==> config.mk <==
export PLATFORM = sky130hd
export DESIGN_NAME = pixel_stream_arbiter
export DESIGN_NICKNAME = d
export VERILOG_FILES = /design/src/rtl/pixmux_pkg.sv /design/src/rtl/pixmux_prio_enc.sv /design/src/rtl/pixel_stream_arbiter.sv
export SDC_FILE = /design/constraint.sdc
export NUM_CORES = 1
export LEC_CHECK = 0
export BUFFER_PORTS_ARGS = -buffer_cell sky130_fd_sc_hd__buf_4
export CELL_PAD_IN_SITES_DETAIL_PLACEMENT = 0
export CELL_PAD_IN_SITES_GLOBAL_PLACEMENT = 1
export CORE_MARGIN = 2
export CORE_UTILIZATION = 45
export CTS_CLUSTER_SIZE = 10
export DETAILED_ROUTE_END_ITERATION = 10
export GPL_ROUTABILITY_DRIVEN = 0
export PLACE_DENSITY = 0.88
export SLEW_MARGIN = 20
export SYNTH_ARGS = -nofsm -noshare
export SYNTH_HDL_FRONTEND = slang
export SYNTH_SLANG_ARGS = --single-unit
==> constraint.sdc <==
create_clock -name clk -period 5.14 [get_ports clk]
set_input_delay 1.285 -clock clk [delete_from_list [all_inputs] [get_ports clk]]
set_output_delay 1.285 -clock clk [all_outputs]
set_load 0.01 [all_outputs]
==> src/rtl/pixmux_pkg.sv <==
// rtl/pixmux_pkg.sv - shared types and default constants for the pixel stream arbiter
// Contents: arbiter state enum, drop counter width, default frame size and lock timeout.

package pixmux_pkg;

    typedef enum logic {
        IDLE = 1'b0,
        LOCK = 1'b1
    } state_e;

    localparam int DROP_W          = 16;
    localparam int FRAME_PIX_DEF   = 291600;  // 540 x 540
    localparam int TIMEOUT_CYC_DEF = 1024;

endpackage

==> src/rtl/pixmux_prio_enc.sv <==
// rtl/pixmux_prio_enc.sv - lowest-index-wins priority encoder
// Ports:
//   req_i   [N-1:0]      request vector
//   idx_o   [IDX_W-1:0]  index of the lowest set request (0 when none)
//   valid_o              at least one request is set

module pixmux_prio_enc #(
    parameter int N     = 2,
    parameter int IDX_W = $clog2(N)
) (
    input  logic [N-1:0]     req_i,
    output logic [IDX_W-1:0] idx_o,
    output logic             valid_o
);

    // Scan from the top down so the lowest set index is the last one written.
    always_comb begin
        idx_o   = '0;
        valid_o = 1'b0;
        for (int i = N - 1; i >= 0; i--) begin
            if (req_i[i]) begin
                idx_o   = IDX_W'(i);
                valid_o = 1'b1;
            end
        end
    end

endmodule

==> src/rtl/pixel_stream_arbiter.sv <==
// rtl/pixel_stream_arbiter.sv - frame-locked arbiter forwarding one of NUM_CH pixel streams
// Optional feature macro: PIXMUX_TIMEOUT_EN (release the lock after TIMEOUT_CYC silent owner cycles).
// Ports:
//   clk, rst           clock, asynchronous active-high reset
//   ch_pixel_i         channel k pixel at [k*PIX_W +: PIX_W]
//   ch_pixel_en_i      per-channel pixel valid
//   clear_i            clears collision flag and drop counter
//   pixel_o/pixel_en_o forwarded pixel and valid (one cycle after input)
//   owner_o            locked channel index (holds last owner while idle)
//   busy_o             a channel holds the lock
//   frame_done_o       pulses with the last pixel of a frame
//   collision_o        sticky: a non-owner channel asserted enable
//   drop_cnt_o         saturating count of dropped non-owner pixels

module pixel_stream_arbiter
    import pixmux_pkg::*;
#(
    parameter int NUM_CH      = 2,
    parameter int PIX_W       = 8,
    parameter int FRAME_PIX   = FRAME_PIX_DEF,
    parameter int TIMEOUT_CYC = TIMEOUT_CYC_DEF
) (
    input  logic                      clk,
    input  logic                      rst,
    input  logic [NUM_CH*PIX_W-1:0]   ch_pixel_i,
    input  logic [NUM_CH-1:0]         ch_pixel_en_i,
    input  logic                      clear_i,
    output logic [PIX_W-1:0]          pixel_o,
    output logic                      pixel_en_o,
    output logic [$clog2(NUM_CH)-1:0] owner_o,
    output logic                      busy_o,
    output logic                      frame_done_o,
    output logic                      collision_o,
    output logic [DROP_W-1:0]         drop_cnt_o
);

    localparam int IDX_W = $clog2(NUM_CH);
    localparam int CNT_W = (FRAME_PIX > 1) ? $clog2(FRAME_PIX) : 1;
    localparam int POP_W = $clog2(NUM_CH + 1);

    if (NUM_CH < 2 || NUM_CH > 8 || FRAME_PIX < 1 || TIMEOUT_CYC < 1) begin : g_param_check
        $error("pixel_stream_arbiter: parameter out of range");
    end

    state_e             state_q, state_d;
    logic [PIX_W-1:0]   pixel_q, pixel_d;
    logic               pixel_en_q, pixel_en_d;
    logic [IDX_W-1:0]   owner_q, owner_d;
    logic               frame_done_q, frame_done_d;
    logic               collision_q, collision_d;
    logic [DROP_W-1:0]  drop_cnt_q, drop_cnt_d;
    logic [CNT_W-1:0]   cnt_q, cnt_d;

    logic [IDX_W-1:0]   claim_idx;
    logic               claim_valid;
    logic [IDX_W-1:0]   owner_sel;
    logic [NUM_CH-1:0]  drop_mask;
    logic [POP_W-1:0]   n_drops;
    logic [DROP_W:0]    drop_sum;
    logic               owner_en;
    logic               fwd;
    logic               frame_last;
    logic               timeout_hit;
    logic [PIX_W-1:0]   fwd_pix;

    pixmux_prio_enc #(
        .N     (NUM_CH),
        .IDX_W (IDX_W)
    ) u_prio_enc (
        .req_i   (ch_pixel_en_i),
        .idx_o   (claim_idx),
        .valid_o (claim_valid)
    );

    // The channel whose pixel may be forwarded this cycle: the claimant in
    // IDLE, the lock holder in LOCK. Everyone else who is enabled is a drop.
    assign owner_sel  = (state_q == IDLE) ? claim_idx : owner_q;
    assign owner_en   = ch_pixel_en_i[owner_q];
    assign fwd        = (state_q == IDLE) ? claim_valid : owner_en;
    assign fwd_pix    = ch_pixel_i[owner_sel*PIX_W +: PIX_W];
    assign drop_mask  = ch_pixel_en_i & ~(NUM_CH'(1) << owner_sel);
    // A claim is pixel 0, so it only ends a frame when frames are one pixel long.
    assign frame_last = (state_q == IDLE) ? (FRAME_PIX == 1)
                                          : (cnt_q == CNT_W'(FRAME_PIX - 1));

    always_comb begin
        n_drops = '0;
        for (int i = 0; i < NUM_CH; i++) begin
            n_drops = n_drops + POP_W'(drop_mask[i]);
        end
    end

    assign drop_sum = {1'b0, drop_cnt_q} + (DROP_W + 1)'(n_drops);

`ifdef PIXMUX_TIMEOUT_EN
    localparam int TO_W = (TIMEOUT_CYC > 1) ? $clog2(TIMEOUT_CYC) : 1;

    logic [TO_W-1:0] idle_cnt_q, idle_cnt_d;

    assign timeout_hit = (state_q == LOCK) && !owner_en &&
                         (idle_cnt_q == TO_W'(TIMEOUT_CYC - 1));

    // Counts consecutive silent owner cycles; any owner pixel restarts it.
    always_comb begin
        idle_cnt_d = '0;
        if (state_q == LOCK && !owner_en && !timeout_hit) begin
            idle_cnt_d = idle_cnt_q + TO_W'(1);
        end
    end

    always_ff @(posedge clk or posedge rst) begin
        if (rst) begin
            idle_cnt_q <= '0;
        end else begin
            idle_cnt_q <= idle_cnt_d;
        end
    end
`else
    assign timeout_hit = 1'b0;
`endif

    // State register
    always_ff @(posedge clk or posedge rst) begin
        if (rst) begin
            state_q      <= IDLE;
            pixel_q      <= '0;
            pixel_en_q   <= 1'b0;
            owner_q      <= '0;
            frame_done_q <= 1'b0;
            collision_q  <= 1'b0;
            drop_cnt_q   <= '0;
            cnt_q        <= '0;
        end else begin
            state_q      <= state_d;
            pixel_q      <= pixel_d;
            pixel_en_q   <= pixel_en_d;
            owner_q      <= owner_d;
            frame_done_q <= frame_done_d;
            collision_q  <= collision_d;
            drop_cnt_q   <= drop_cnt_d;
            cnt_q        <= cnt_d;
        end
    end

    // Next-state logic. The frame-end cycle is spent in LOCK, so a new claim
    // is only looked at on the following cycle.
    always_comb begin
        state_d = state_q;
        case (state_q)
            IDLE: begin
                if (claim_valid && !frame_last) begin
                    state_d = LOCK;
                end
            end
            LOCK: begin
                if ((owner_en && frame_last) || timeout_hit) begin
                    state_d = IDLE;
                end
            end
            default: state_d = IDLE;
        endcase
    end

    // Output / datapath logic
    always_comb begin
        pixel_d      = pixel_q;
        pixel_en_d   = fwd;
        frame_done_d = fwd && frame_last;
        owner_d      = (state_q == IDLE && claim_valid) ? claim_idx : owner_q;
        cnt_d        = cnt_q;

        if (fwd) begin
            pixel_d = fwd_pix;
            cnt_d   = frame_last ? '0 : cnt_q + CNT_W'(1);
        end else if (timeout_hit) begin
            cnt_d   = '0;
        end

        // clear_i wins over any drop seen in the same cycle.
        if (clear_i) begin
            collision_d = 1'b0;
            drop_cnt_d  = '0;
        end else begin
            collision_d = collision_q || (n_drops != '0);
            drop_cnt_d  = drop_sum[DROP_W] ? {DROP_W{1'b1}} : drop_sum[DROP_W-1:0];
        end
    end

    assign pixel_o      = pixel_q;
    assign pixel_en_o   = pixel_en_q;
    assign owner_o      = owner_q;
    assign busy_o       = (state_q == LOCK);
    assign frame_done_o = frame_done_q;
    assign collision_o  = collision_q;
    assign drop_cnt_o   = drop_cnt_q;

endmodule

==> summary.txt <==
Setup path
  • Worst setup EP type: flop
  • Reg-to-reg slack, setup: 2.06 ns
  • WP data required: 5.36 ns
  • WP buf/inv: 3
  • Startpoint Class: input pin
  • Top cell by count, worst path: inv_1
  • Crit-path max cell delay: 0.53 ns
  • Worst path slowest cell: nand3_1
  • Crit Path Class: in -> reg
  • Crit-path leading delay family: simple AND/OR/NAND/NOR gates
  • CP Max Fanout: 15
  • WP data arrival: 3.84 ns
  • Crit-path cells: buf_4, inv_1, o22ai_1, ha_1, inv_1, fa_1, nand2b_1, nor4_2, nand3_1, a21oi_1

Global route
  • Gr ovfl total: 0
  • Total GRT Usage: 17.85%
  • Global-route wire length before repair: 8645 µm
  • Initial antenna violation count: 0
  • Vias in the first global route: 1800
  • Largest net degree at the start of global routing: 49

Floorplan
  • Die area: 5933 µm²
  • Starting density of the core: 46.69%
  • Die W: 77.03 µm
  • Core area: 5140 µm²
  • Die height: 77.03 µm
  • I/O pin total: 50
  • Site row count: 26

Synth
  • Post-synth EDFFs: 0
  • Fraction of registers with async set/reset: 100.0%
  • Seq/Total Area, Yosys: 50.05%
  • Mapped Area: 2400 µm²
  • Synth Flop Type: dfrtp_1
  • Netlist cell types: 42
  • FF+latch count, synth: 48
  • Syn. warnings: 0
  • Largest cells by area after synthesis: dfrtp_1, xnor2_1, a21oi_1
  • Syn_nets: 267
  • Synth top area share: 50.05%
  • Syn_area_per_cell: 9.917 µm²
  • Leading area contributor after synthesis: dfrtp_1
  • Syn Inst Count: 242

Drt
  • Iter 0 DRT Violations: 87
  • DRC: 0
  • Final WL: 4916 µm
  • Via count: 1898
  • DR WL/cell: 13.54 µm
  • Antenna-violating nets left: 0
  • First-pass detailed-route iteration total: 4
  • Vias per cell: 5.229

Clocking
  • Worst-Skew Late Latency: 0.30 ns
  • CTS Root Cell: clkbuf_8
  • CTS buffer count: 5
  • Post-CTS Hold Fix Bufs: 0
  • Setup Fix Bufs, Post-CTS: 0
  • Post-cts repair resize count: 0
  • CTS H-tree depth: 2
  • CTS tree: yes
  • Clk pin slew, worst setup/hold paths: 0.09 ns
  • Clock Path Buffers: 2
  • Clk sink count: 48

STA
  • Sum Neg Setup Slack: 0 ns
  • Unrepaired setup endpoints after global routing: no
  • Min Tclk post-route: 3.624 ns
  • Final Hold Fails: 0
  • Max Slew Vio Count: 0
  • Setup Skew: 0.009035 ns
  • Rel. slew slack: 45.89%
  • Fmax: 275.9 MHz
  • Final WS setup: 1.516 ns
  • Final setup fails: 0
  • Tightest Pin Transition: 0.8108 ns
  • Period utilization: 70.51%

Layout
  • Post-Layout Inst Area: 2917 µm²
  • Final core utilization: 56.74%
  • Filler-free cell count of the finished design: 363
  • Fill cell count: 500
  • Fin nets: 317
  • Commonest cells after routing, fill and taps aside: buf_4, dfrtp_1, nand2_1
  • Commonest non-fill, non-tap cell in the layout: buf_4
  • Area grow syn2layout: 21.53%
  • Antenna diodes: 0
  • Share of layout cells above drive strength 1: 23.55%

Placed design
  • Post-place setup slack: 1.230 ns
  • Post-DP Area: 2828 µm²
  • I/O Buffers: 49
  • Dpl hpwl: 3526 µm
  • DP Cell Count: 355

Hold path
  • Hold Path Class: reg -> reg

Run status
  • Outcome: finished clean

Pwr
  • Power Density: 280.5 nW/µm²
  • Peak supply drop: 0.1522 mV
  • Leak: 1.368 nW

Run
  • MaxCap Viol Count: 0
[worst paths after layout]
kind | start | to | cells after the start
worst max-delay path | ch_pixel_en_i[1] | drop_cnt_o[1]$_DFF_PP0_ | 10
worst min-delay path | pixel_o[1]$_DFFE_PP0N_ | pixel_o[1]$_DFFE_PP0N_ | 2
worst max register to register | owner_o$_DFFE_PP0P_ | drop_cnt_o[1]$_DFF_PP0_ | 9
worst min register to register | pixel_o[1]$_DFFE_PP0N_ | pixel_o[1]$_DFFE_PP0N_ | 2
max in group asynchronous | rst | collision_o$_DFF_PP0_ | 2
min in group asynchronous | rst | drop_cnt_o[9]$_DFF_PP0_ | 2
[synthesized netlist by cell type, types with 2 or more instances]
cell type	count
clkbuf_1	3
a31oi_1	2
a21oi_1	21
o31ai_1	2
ha_1	3
nor2_1	11
buf_1	2
o21ai_0	12
inv_1	12
a21oi_2	2
conb_1	2
nand4_2	2
xnor2_1	15
nand2_1	24
and3_1	6
dfrtp_1	48
nor4b_1	2
nor3_1	8
nor4_1	5
nand3_1	16
mux2i_1	9
nand4_1	7
xor2_1	9
[metrics by stage]
stage	power [mW]	hold slack, ns
final	0.8180	0.4880
after global routing	0.8714	0.5201
after CTS	0.8279	0.4932
after detailed placement	0.6061	0.4714
after global placement	0.6015	0.4637
after floorplan	0.5451	0.4567
[registers in the layout, summed over array words and instances, names as in the netlist]
name          count
owner_o           1
collision_o       1
pixel_o           8
drop_cnt_o       16
pixel_en_o        1
busy_o            1
cnt_q            19
frame_done_o      1
[worst reg2reg max path: stages (launching register included)]
cell      delay (ns)
dfrtp_1         0.42
nand2b_2        0.21
o22ai_1         0.21
ha_1            0.20
inv_1           0.06
fa_1            0.40
nand2b_1        0.22
nor4_2          0.41
nand3_1         0.53
a21oi_1         0.32
[where the power goes]
part / leakage, nW / internal, mW / switching [mW]
combinational: 0.699 / 0.0685 / 0.0721
clock: 0.0479 / 0.0950 / 0.127
sequential: 0.621 / 0.416 / 0.0399
total: 1.37 / 0.579 / 0.239
[layout make-up]
type / instances / area (µm²) / area share, %
Clock buffer: 5 / 68.82 / 2.360
Tap cell: 70 / 87.58 / 3.003
Inverter: 13 / 50.05 / 1.716
Sequential cell: 48 / 1201 / 41.18
Clock inverter: 3 / 18.77 / 0.6435
Multi-Input combinational cell: 174 / 1115 / 38.22
Timing Repair Buffer: 50 / 375.4 / 12.87
[metal layers]
layer,GRT usage [%],up-vias,routed length (µm),share of wire (%)
li1,-,941,-,-
met1,26.00,908,2407,49
met2,27.28,47,2252,46
met3,4.706,2,240,4.9
met4,3.214,0,15,0.31
met5,0,-,0,0
[logic make-up (layout without fill, tap and decap cells)]
logic type | count (synthesis) | count (layout) | share of synthesized area [%]
and+or+nand+nor | 90 | 90 | 20.44
DFF | 48 | 48 | 50.05
AOI/OAI and AO/OA | 45 | 45 | 10.79
xor gates and xnor gates | 24 | 24 | 8.759
buffers and inverters | 20 | 71 | 3.493
muxes | 9 | 9 | 3.754
adders and majority gates | 4 | 4 | 2.399
other | 2 | 2 | 0.3129
Power figures use the tool's default switching activity.
